## config.mk

```make
export PLATFORM = sky130hd
export DESIGN_NAME = bus_arbiter
export DESIGN_NICKNAME = d
export VERILOG_FILES = /design/src/rtl/bus_arbiter_pkg.sv /design/src/rtl/bus_arbiter_stats.sv /design/src/rtl/bus_arbiter.sv
export SDC_FILE = /design/constraint.sdc
export NUM_CORES = 1
export LEC_CHECK = 0
export ABC_CLOCK_PERIOD_IN_PS = 1950
export CAP_MARGIN = 10
export CORE_UTILIZATION = 47
export CTS_BUF_LIST = sky130_fd_sc_hd__clkbuf_4
export CTS_CLUSTER_DIAMETER = 50
export CTS_CLUSTER_SIZE = 8
export DETAILED_ROUTE_END_ITERATION = 8
export DONT_BUFFER_PORTS = 1
export GPL_TIMING_DRIVEN = 0
export MAX_ROUTING_LAYER = met4
export PLACE_DENSITY_LB_ADDON = 0.25
export SKIP_CTS_REPAIR_TIMING = 1
export SLEW_MARGIN = 20
export SYNTH_ARGS = -nofsm -noshare
export SYNTH_HDL_FRONTEND = slang
export SYNTH_SLANG_ARGS = --single-unit
```

## constraint.sdc

```tcl
create_clock -name clk -period 1.95 [get_ports clk]
set_input_delay 0.39 -clock clk [delete_from_list [all_inputs] [get_ports clk]]
set_output_delay 0.39 -clock clk [all_outputs]
set_load 0.01 [all_outputs]
```

## src/rtl/bus_arbiter_pkg.sv

```systemverilog
// Shared types for the bus arbiter: FSM states, slot phases, defaults.
// Optional stats output is enabled with BUS_ARBITER_STATS_EN.
package bus_arbiter_pkg;

    typedef enum logic [1:0] {
        IDLE    = 2'd0,
        BA_WAIT = 2'd1,
        STEAL   = 2'd2
    } state_e;

    localparam logic PH_VIC = 1'b0;
    localparam logic PH_CPU = 1'b1;

    localparam int BA_DELAY_DEF = 3;
    localparam int STAT_W       = 16;

endpackage

```

## src/rtl/bus_arbiter_stats.sv

```systemverilog
// Saturating counter of clks spent in cycle-steal bursts.
// Instantiated only when BUS_ARBITER_STATS_EN is defined.
module bus_arbiter_stats
    import bus_arbiter_pkg::*;
(
    input  logic              clk,
    input  logic              reset,
    input  logic              steal_i,
    output logic [STAT_W-1:0] cnt_o
);

    logic [STAT_W-1:0] cnt_q;

    always_ff @(posedge clk or posedge reset) begin
        if (reset) begin
            cnt_q <= '0;
        end else if (steal_i && (cnt_q != '1)) begin
            cnt_q <= cnt_q + 1'b1;
        end
    end

    assign cnt_o = cnt_q;

endmodule

```

## src/rtl/bus_arbiter.sv

```systemverilog
// CPU/video shared-bus arbiter with BA hold-off and cycle-steal bursts.
// Define BUS_ARBITER_STATS_EN to add the steal_cnt statistics output.
module bus_arbiter
    import bus_arbiter_pkg::*;
#(
    parameter int BA_DELAY = BA_DELAY_DEF,
    parameter int LEN_W    = 6
) (
    input  logic             clk,
    input  logic             reset,
    input  logic [15:0]      cpu_ab,
    input  logic [7:0]       cpu_do,
    input  logic             cpu_we,
    output logic [7:0]       cpu_di,
    output logic             cpu_rdy,
    input  logic             vic_req,
    input  logic [LEN_W-1:0] vic_len,
    input  logic [15:0]      vic_ab,
    output logic [7:0]       vic_di,
    output logic             aec,
`ifdef BUS_ARBITER_STATS_EN
    output logic [15:0]      steal_cnt,
`endif
    output logic [15:0]      mem_ab,
    output logic [7:0]       mem_do,
    output logic             mem_we,
    input  logic [7:0]       mem_di
);

    localparam int WAIT_W = (BA_DELAY < 2) ? 1 : $clog2(BA_DELAY + 1);

    state_e            state_q, state_d;
    logic              phase_q;
    logic [WAIT_W-1:0] wait_q, wait_d;
    logic [LEN_W-1:0]  burst_q, burst_d;
    logic              cpu_rdy_q, aec_q;
    logic [7:0]        cpu_di_q, vic_di_q;
    logic              accept;
    logic              cpu_slot;
    logic              cpu_cap, vic_cap;

    assign accept = vic_req && (vic_len != '0);

    always_comb begin
        state_d = state_q;
        wait_d  = wait_q;
        burst_d = burst_q;
        unique case (state_q)
            IDLE: begin
                if (accept) begin
                    state_d = BA_WAIT;
                    wait_d  = WAIT_W'(BA_DELAY);
                    burst_d = vic_len;
                end
            end
            BA_WAIT: begin
                // Countdown runs in CPU slots so STEAL always opens on a VIC slot
                if (phase_q == PH_CPU) begin
                    if (wait_q <= WAIT_W'(1)) begin
                        state_d = STEAL;
                        wait_d  = '0;
                    end else begin
                        wait_d = wait_q - 1'b1;
                    end
                end
            end
            STEAL: begin
                if (burst_q <= LEN_W'(1)) begin
                    if (accept) begin
                        burst_d = vic_len;
                    end else begin
                        state_d = IDLE;
                        burst_d = '0;
                    end
                end else begin
                    burst_d = burst_q - 1'b1;
                end
            end
            default: begin
                state_d = IDLE;
            end
        endcase
    end

    assign cpu_slot = (state_q != STEAL) && (phase_q == PH_CPU);

    always_comb begin
        mem_ab = vic_ab;
        mem_do = cpu_do;
        mem_we = 1'b0;
        if (cpu_slot) begin
            mem_ab = cpu_ab;
            mem_we = cpu_we & ~reset;
        end
    end

    assign cpu_cap = (phase_q == PH_CPU) && aec_q && !mem_we;
    assign vic_cap = (phase_q == PH_VIC) || (state_q == STEAL);

    always_ff @(posedge clk or posedge reset) begin
        if (reset) begin
            state_q   <= IDLE;
            phase_q   <= PH_VIC;
            wait_q    <= '0;
            burst_q   <= '0;
            cpu_rdy_q <= 1'b1;
            aec_q     <= 1'b1;
            cpu_di_q  <= '0;
            vic_di_q  <= '0;
        end else begin
            state_q   <= state_d;
            phase_q   <= ~phase_q;
            wait_q    <= wait_d;
            burst_q   <= burst_d;
            cpu_rdy_q <= (state_d == IDLE);
            aec_q     <= (state_d != STEAL);
            if (cpu_cap) begin
                cpu_di_q <= mem_di;
            end
            if (vic_cap) begin
                vic_di_q <= mem_di;
            end
        end
    end

    assign cpu_rdy = cpu_rdy_q;
    assign aec     = aec_q;
    assign cpu_di  = cpu_di_q;
    assign vic_di  = vic_di_q;

`ifdef BUS_ARBITER_STATS_EN
    bus_arbiter_stats u_stats (
        .clk     (clk),
        .reset   (reset),
        .steal_i (state_q == STEAL),
        .cnt_o   (steal_cnt)
    );
`endif

endmodule
```

======== Word-level counts from Yosys, hierarchy flattened ========
Index checks and enable logic that the tools add are counted.
cells by class
  add/subtract/negate cells ............... 2
  $mul .................................... 0
  div/mod/pow operators ................... 0
  order comparisons ....................... 2
  eq/ne operators ......................... 6
  shifts and indexed selects .............. 0
  multiplexer cells ....................... 16
  bitwise operators ....................... 3
  reductions and logical operators ........ 13
operator list
  operator               number
  $mux W6                3
  $mux W16               1
  $mux W2                8
  $pmux W6 S2            1
  $ne A2 B2 Y1 const B   4
  $le A6 B1 Y1 const B   1
  $pmux W2 S3            1
  $reduce_bool A6 Y1     1
  $sub A6 B1 Y6 const B  1
  $logic_and A1 B1 Y1    4
  $logic_not A2 Y1       2
  $pmux W2 S2            1
  $reduce_bool A2 Y1     2
  $reduce_and A3 Y1      1
  $eq A2 B1 Y1 const B   1
  $eq A2 B2 Y1 const B   1
  $le A2 B1 Y1 const B   1
  $not A1 Y1             2
  $reduce_and A2 Y1      1
  $sub A2 B1 Y2 const B  1
  $and A1 B1 Y1          1
  $logic_not A1 Y1       1
  $logic_or A1 B1 Y1     1
  $mux W1                1
storage, ports and cells
  register bits ........................... 29
  bits in latches ......................... 0
  bits in writable memories ............... 0
  memory bits (read-only) ................. 0
  bits of input ports ..................... 58
  output and inout port bits .............. 43
  logic and storage cells ................. 50
  memories kept ........................... 0

======== Logic depth before layout (Yosys ltp) ========
  depth in word-level cells ............... 6
  mapped depth ............................ 6
  gate-level depth less buffers ........... 6

======== Worst setup path before layout ========
No wires, ideal clock.
  path kind ............................... register -> output
  from .................................... reg state_q[0]
  to ...................................... out mem_ab[10]
  arrival ................................. 1476 ps
  required time ........................... 1560 ps
  slack ................................... 84 ps
  cell stages (with the launch flop) ...... 6
  buffers on the path ..................... 2
  cells stage by stage .................... dfrtp_1 nand2b_1 buf_2 nand2_2 buf_2 mux2_1
on the way
  longest elaborated chain between the ends .. 3
ends and longest elaborated chain
  what                    RTL line            text
  from (decl)             bus_arbiter.sv:32   state_e state_q, state_d;
  from (signal assigned)  bus_arbiter.sv:111  state_q <= state_d;
  $ne A2 B2 Y1            bus_arbiter.sv:85   assign cpu_slot = (state_q != STEAL) && (phase_q == PH_CPU);
  $logic_and A1 B1 Y1     bus_arbiter.sv:85
  $mux W16                bus_arbiter.sv:91   if (cpu_slot) begin
  to (decl)               bus_arbiter.sv:24   output logic [15:0] mem_ab,
Every way passes these cells.

======== Worst setup path in the final report ========
  from .................................... reg state_q[0]
  to ...................................... out mem_ab[3]
Same word-level chain as after synthesis.

==> summary.md <==
| Metric | Value |
|---|---|
| Netlist cell types | between 40 and 50 |
| Clock Latency Late Sink | approximately 330 ps |
| Total grt overflow | 0 |
| Post-Syn Area per Cell | roughly 12 sq um |
| Non-Filler Instances | 203 |
| # rows | 21 |
| Initial Util | 0.493 |
| Antenna diode count | 0 |
| Status | complete, but fails checks |
| Crit-path cells | nand2b_4, buf_6, nand2_8, clkbuf_16, mux2_4 |
| I/O Pins | between 100 and 150 |
| Drt drc | 0 |
| Synthesized area | 1660 sq um |
| Sequential fraction of the synthesis area | 0.440 |
| CP Capture Type | primary output |
| Design Power | between 2 and 3 mW |
| Total of max-cap violations | 0 |
| Setup violators final | 13 |
| CP Class | flop to primary output |
| Routed wl met3 | between 300 and 400 um |
| WL per Instance | about 19 um |
| Initial DRC count | 36 |
| DR vias | 1,207 |
| Routed wl met2 | 1770 um |
| Crit path max fanout | 8 |
| Pins over their slew limit | 0 |
| Relative slew slack | 0.571 |
| Fin area | around 2000 sq um |
| Multi-input gate area | just over 900 sq um |
| Die H | 61.4 um |
| Reg area | 729 sq um |
| Worst path slowest cell | dfrtp_2 |
| DIE WIDTH | 61.4 um |
| M1 WL | about 1700 um |
| FILL cells | roughly 290 |
| Setup Total Neg Slack | -717 ps |
| Worst Slack Setup Final | -75.7 ps |
| Clock-pin slew on the worst setup and hold paths | about 100 ps |
| Vias per cell | 5.95 |
| Data arrival, critical path | 1640 ps |
| Clk buf depth | 2 |
| Yosys reg bits | 29 |
| Core box area | around 3400 sq um |
| Root Buffer | clkbuf_4 |
| Syn_nets | 201 |
| Vias in the first global route | 1,103 |
| Setup crit start kind | flop |
| Tmin final | between 2000 and 2500 ps |
| Layout area overhead | 18.7% |
| Inserted Clock Buffers | 5 |
| Ys Warns | 0 |
| PortBufs | 0 |
| Post-DRT Antenna Nets | 0 |
| DR top layer | met4 |
| Placed Cells | about 190 |
| Leading cell type in the layout, fill and taps excluded | dfrtp_1 |
| Power per cell area | between 1000 and 1500 nW/um^2 |
| Failing checks | negative setup slack |
| Pre-antenna DRT Iters | 6 |
| First-pass GRT wire length | 5110 um |
| Final WL | approximately 3800 um |
| Worst Skew | about 4.7 ps |
| Final worst-path cycle share | 1.04 |
| Max VDD drop | approximately 0.00067 V |
| RD Place Congestion | approximately 0.86 |
| H-tree Lvls | 2 |
| Fmax | between 400 and 500 MHz |
| Most frequent cells in the layout | 26 x dfrtp_1, 16 x mux2_1, 15 x buf_4, 13 x mux2_4 |
| Req. time, crit path | ~1600 ps |
| Initial antenna violation count | 0 |
| Placed cell area | approximately 1700 sq um |
| R2R Setup Slk | 260 ps |
| CTS tree | yes |
| RSZ-0062 raised after global routing | true |
| Die area | roughly 3800 sq um |
| Clock Sinks | 29 |
| Final Hold Vio Count | 0 |
| Pin count of the biggest net entering global routing | 31 |
| Gr usage total | 0.197 |
| Nets | between 200 and 250 |
| Max incr delay on CP | about 440 ps |
| Post-DP HPWL | roughly 2800 um |
| Worst Max-Slew Pin Slew | roughly 640 ps |
| Cell count after synthesis | roughly 140 |
| Hold Path Class | input port to async pin |
| Leak | 0.845 nW |
| Share of cells above drive strength 1 | 0.401 |
sequential cells by signal (all words and copies together), names as in the netlist:
| name | cells |
|---|---|
| cpu_rdy | 1 |
| vic_di | 8 |
| state_q | 2 |
| wait_q | 2 |
| burst_q | 6 |
| cpu_di | 8 |
| aec | 1 |
| phase_q | 1 |
area by class of cell:
class | instances | share of cell area
clock buffers | 5 | 0.0191
multi-input cells | 95 | 0.460
well taps | 46 | 0.0293
flip-flops and latches | 29 | 0.371
repair buffers | 8 | 0.0395
inverters | 5 | 0.00955
plain buffers | 12 | 0.0624
clock inverters | 3 | 0.00891
report_power, final:
part	total (mW)	leakage, nW	switching [mW]	internal (mW)
Sequential	1.03	0.337	0.219	0.809
Combinational	1.20	0.477	0.582	0.618
Clock	0.357	0.0310	0.221	0.136
Total	2.58	0.845	1.02	1.56
metal layers:
layer / GRT usage / up-vias
met4: 0.0476 / 0
met5: - / -
li1: - / 550
met1: 0.259 / 600
met3: 0.0756 / 4
met2: 0.286 / 53
metrics by stage:
step	setup WS (ps)	utilization	hold slack (ps)
2_1_floorplan	84.0	-	473
3_3_place_gp	-227	0.510	505
3_5_place_dp	-122	0.510	405
4_1_cts	-485	0.526	39.4
5_1_grt	-115	0.584	47.4
6_report	-75.7	0.584	19.8
cells by family (layout without fill, tap and decap cells):
family,Yosys count,after routing,synth area share
adders and majority gates,2,2,0.0151
DFF,29,29,0.440
AOI/OAI and AO/OA,31,31,0.158
muxes,32,32,0.218
buffers and inverters,17,33,0.0634
and+or+nand+nor,30,30,0.107
cells in the mapped netlist, drive strengths merged:
| library cell | count | area (sq um) |
|---|---|---|
| nand2b | 2 | 12.5 |
| mux2 | 32 | 360 |
| o311ai | 1 | 8.76 |
| and2b | 1 | 8.76 |
| o32ai | 1 | 8.76 |
| a211o | 1 | 8.76 |
| o32a | 1 | 10.0 |
| and4b | 1 | 10.0 |
| or2 | 1 | 8.76 |
| a21boi | 3 | 26.3 |
| nand2 | 6 | 25.0 |
| o211a | 1 | 10.0 |
| dfrtp | 27 | 676 |
| a21oi | 6 | 33.8 |
| buf | 12 | 86.3 |
| nor2 | 5 | 21.3 |
| nor3 | 2 | 10.0 |
| o41ai | 1 | 27.5 |
| inv | 5 | 18.8 |
| nand3 | 4 | 20.0 |
| a32oi | 2 | 17.5 |
| a211oi | 1 | 7.51 |
| o221ai | 1 | 8.76 |
| nor4 | 1 | 6.26 |
| a311o | 1 | 10.0 |
| ha | 2 | 25.0 |
| nor3b | 2 | 15.0 |
| o21ai | 7 | 35.0 |
| or3 | 3 | 18.8 |
| dfstp | 2 | 52.6 |
| o31ai | 1 | 7.51 |
| or4 | 1 | 11.3 |
| o221a | 1 | 11.3 |
| o21a | 1 | 8.76 |
| nor2b | 1 | 8.76 |
| a31oi | 1 | 21.3 |
critical path, delay by kind of cell, from the launching register on:
| family | cells | cell delay (ps) |
|---|---|---|
| flip-flops | 1 | 440 |
| multiplexers | 1 | 320 |
| AND/OR/NAND/NOR | 2 | 250 |
| buffers and inverters | 2 | 290 |
worst paths after layout:
path	cells past startpoint	startpoint	end
worst max-delay path	5	state_q[0]$_DFF_PP0_	mem_ab[3]
worst min-delay path	1	reset	phase_q$_DFF_PP0_
worst max register to register	6	burst_q[0]$_DFFE_PP0P_	cpu_rdy$_DFF_PP1_
worst min register to register	2	burst_q[1]$_DFFE_PP0P_	burst_q[1]$_DFFE_PP0P_
max in group asynchronous	1	reset	state_q[0]$_DFF_PP0_
min in group clk	1	mem_di[1]	vic_di[1]$_DFFE_PP0P_
Note: power is estimated with default switching activity, not from simulation.
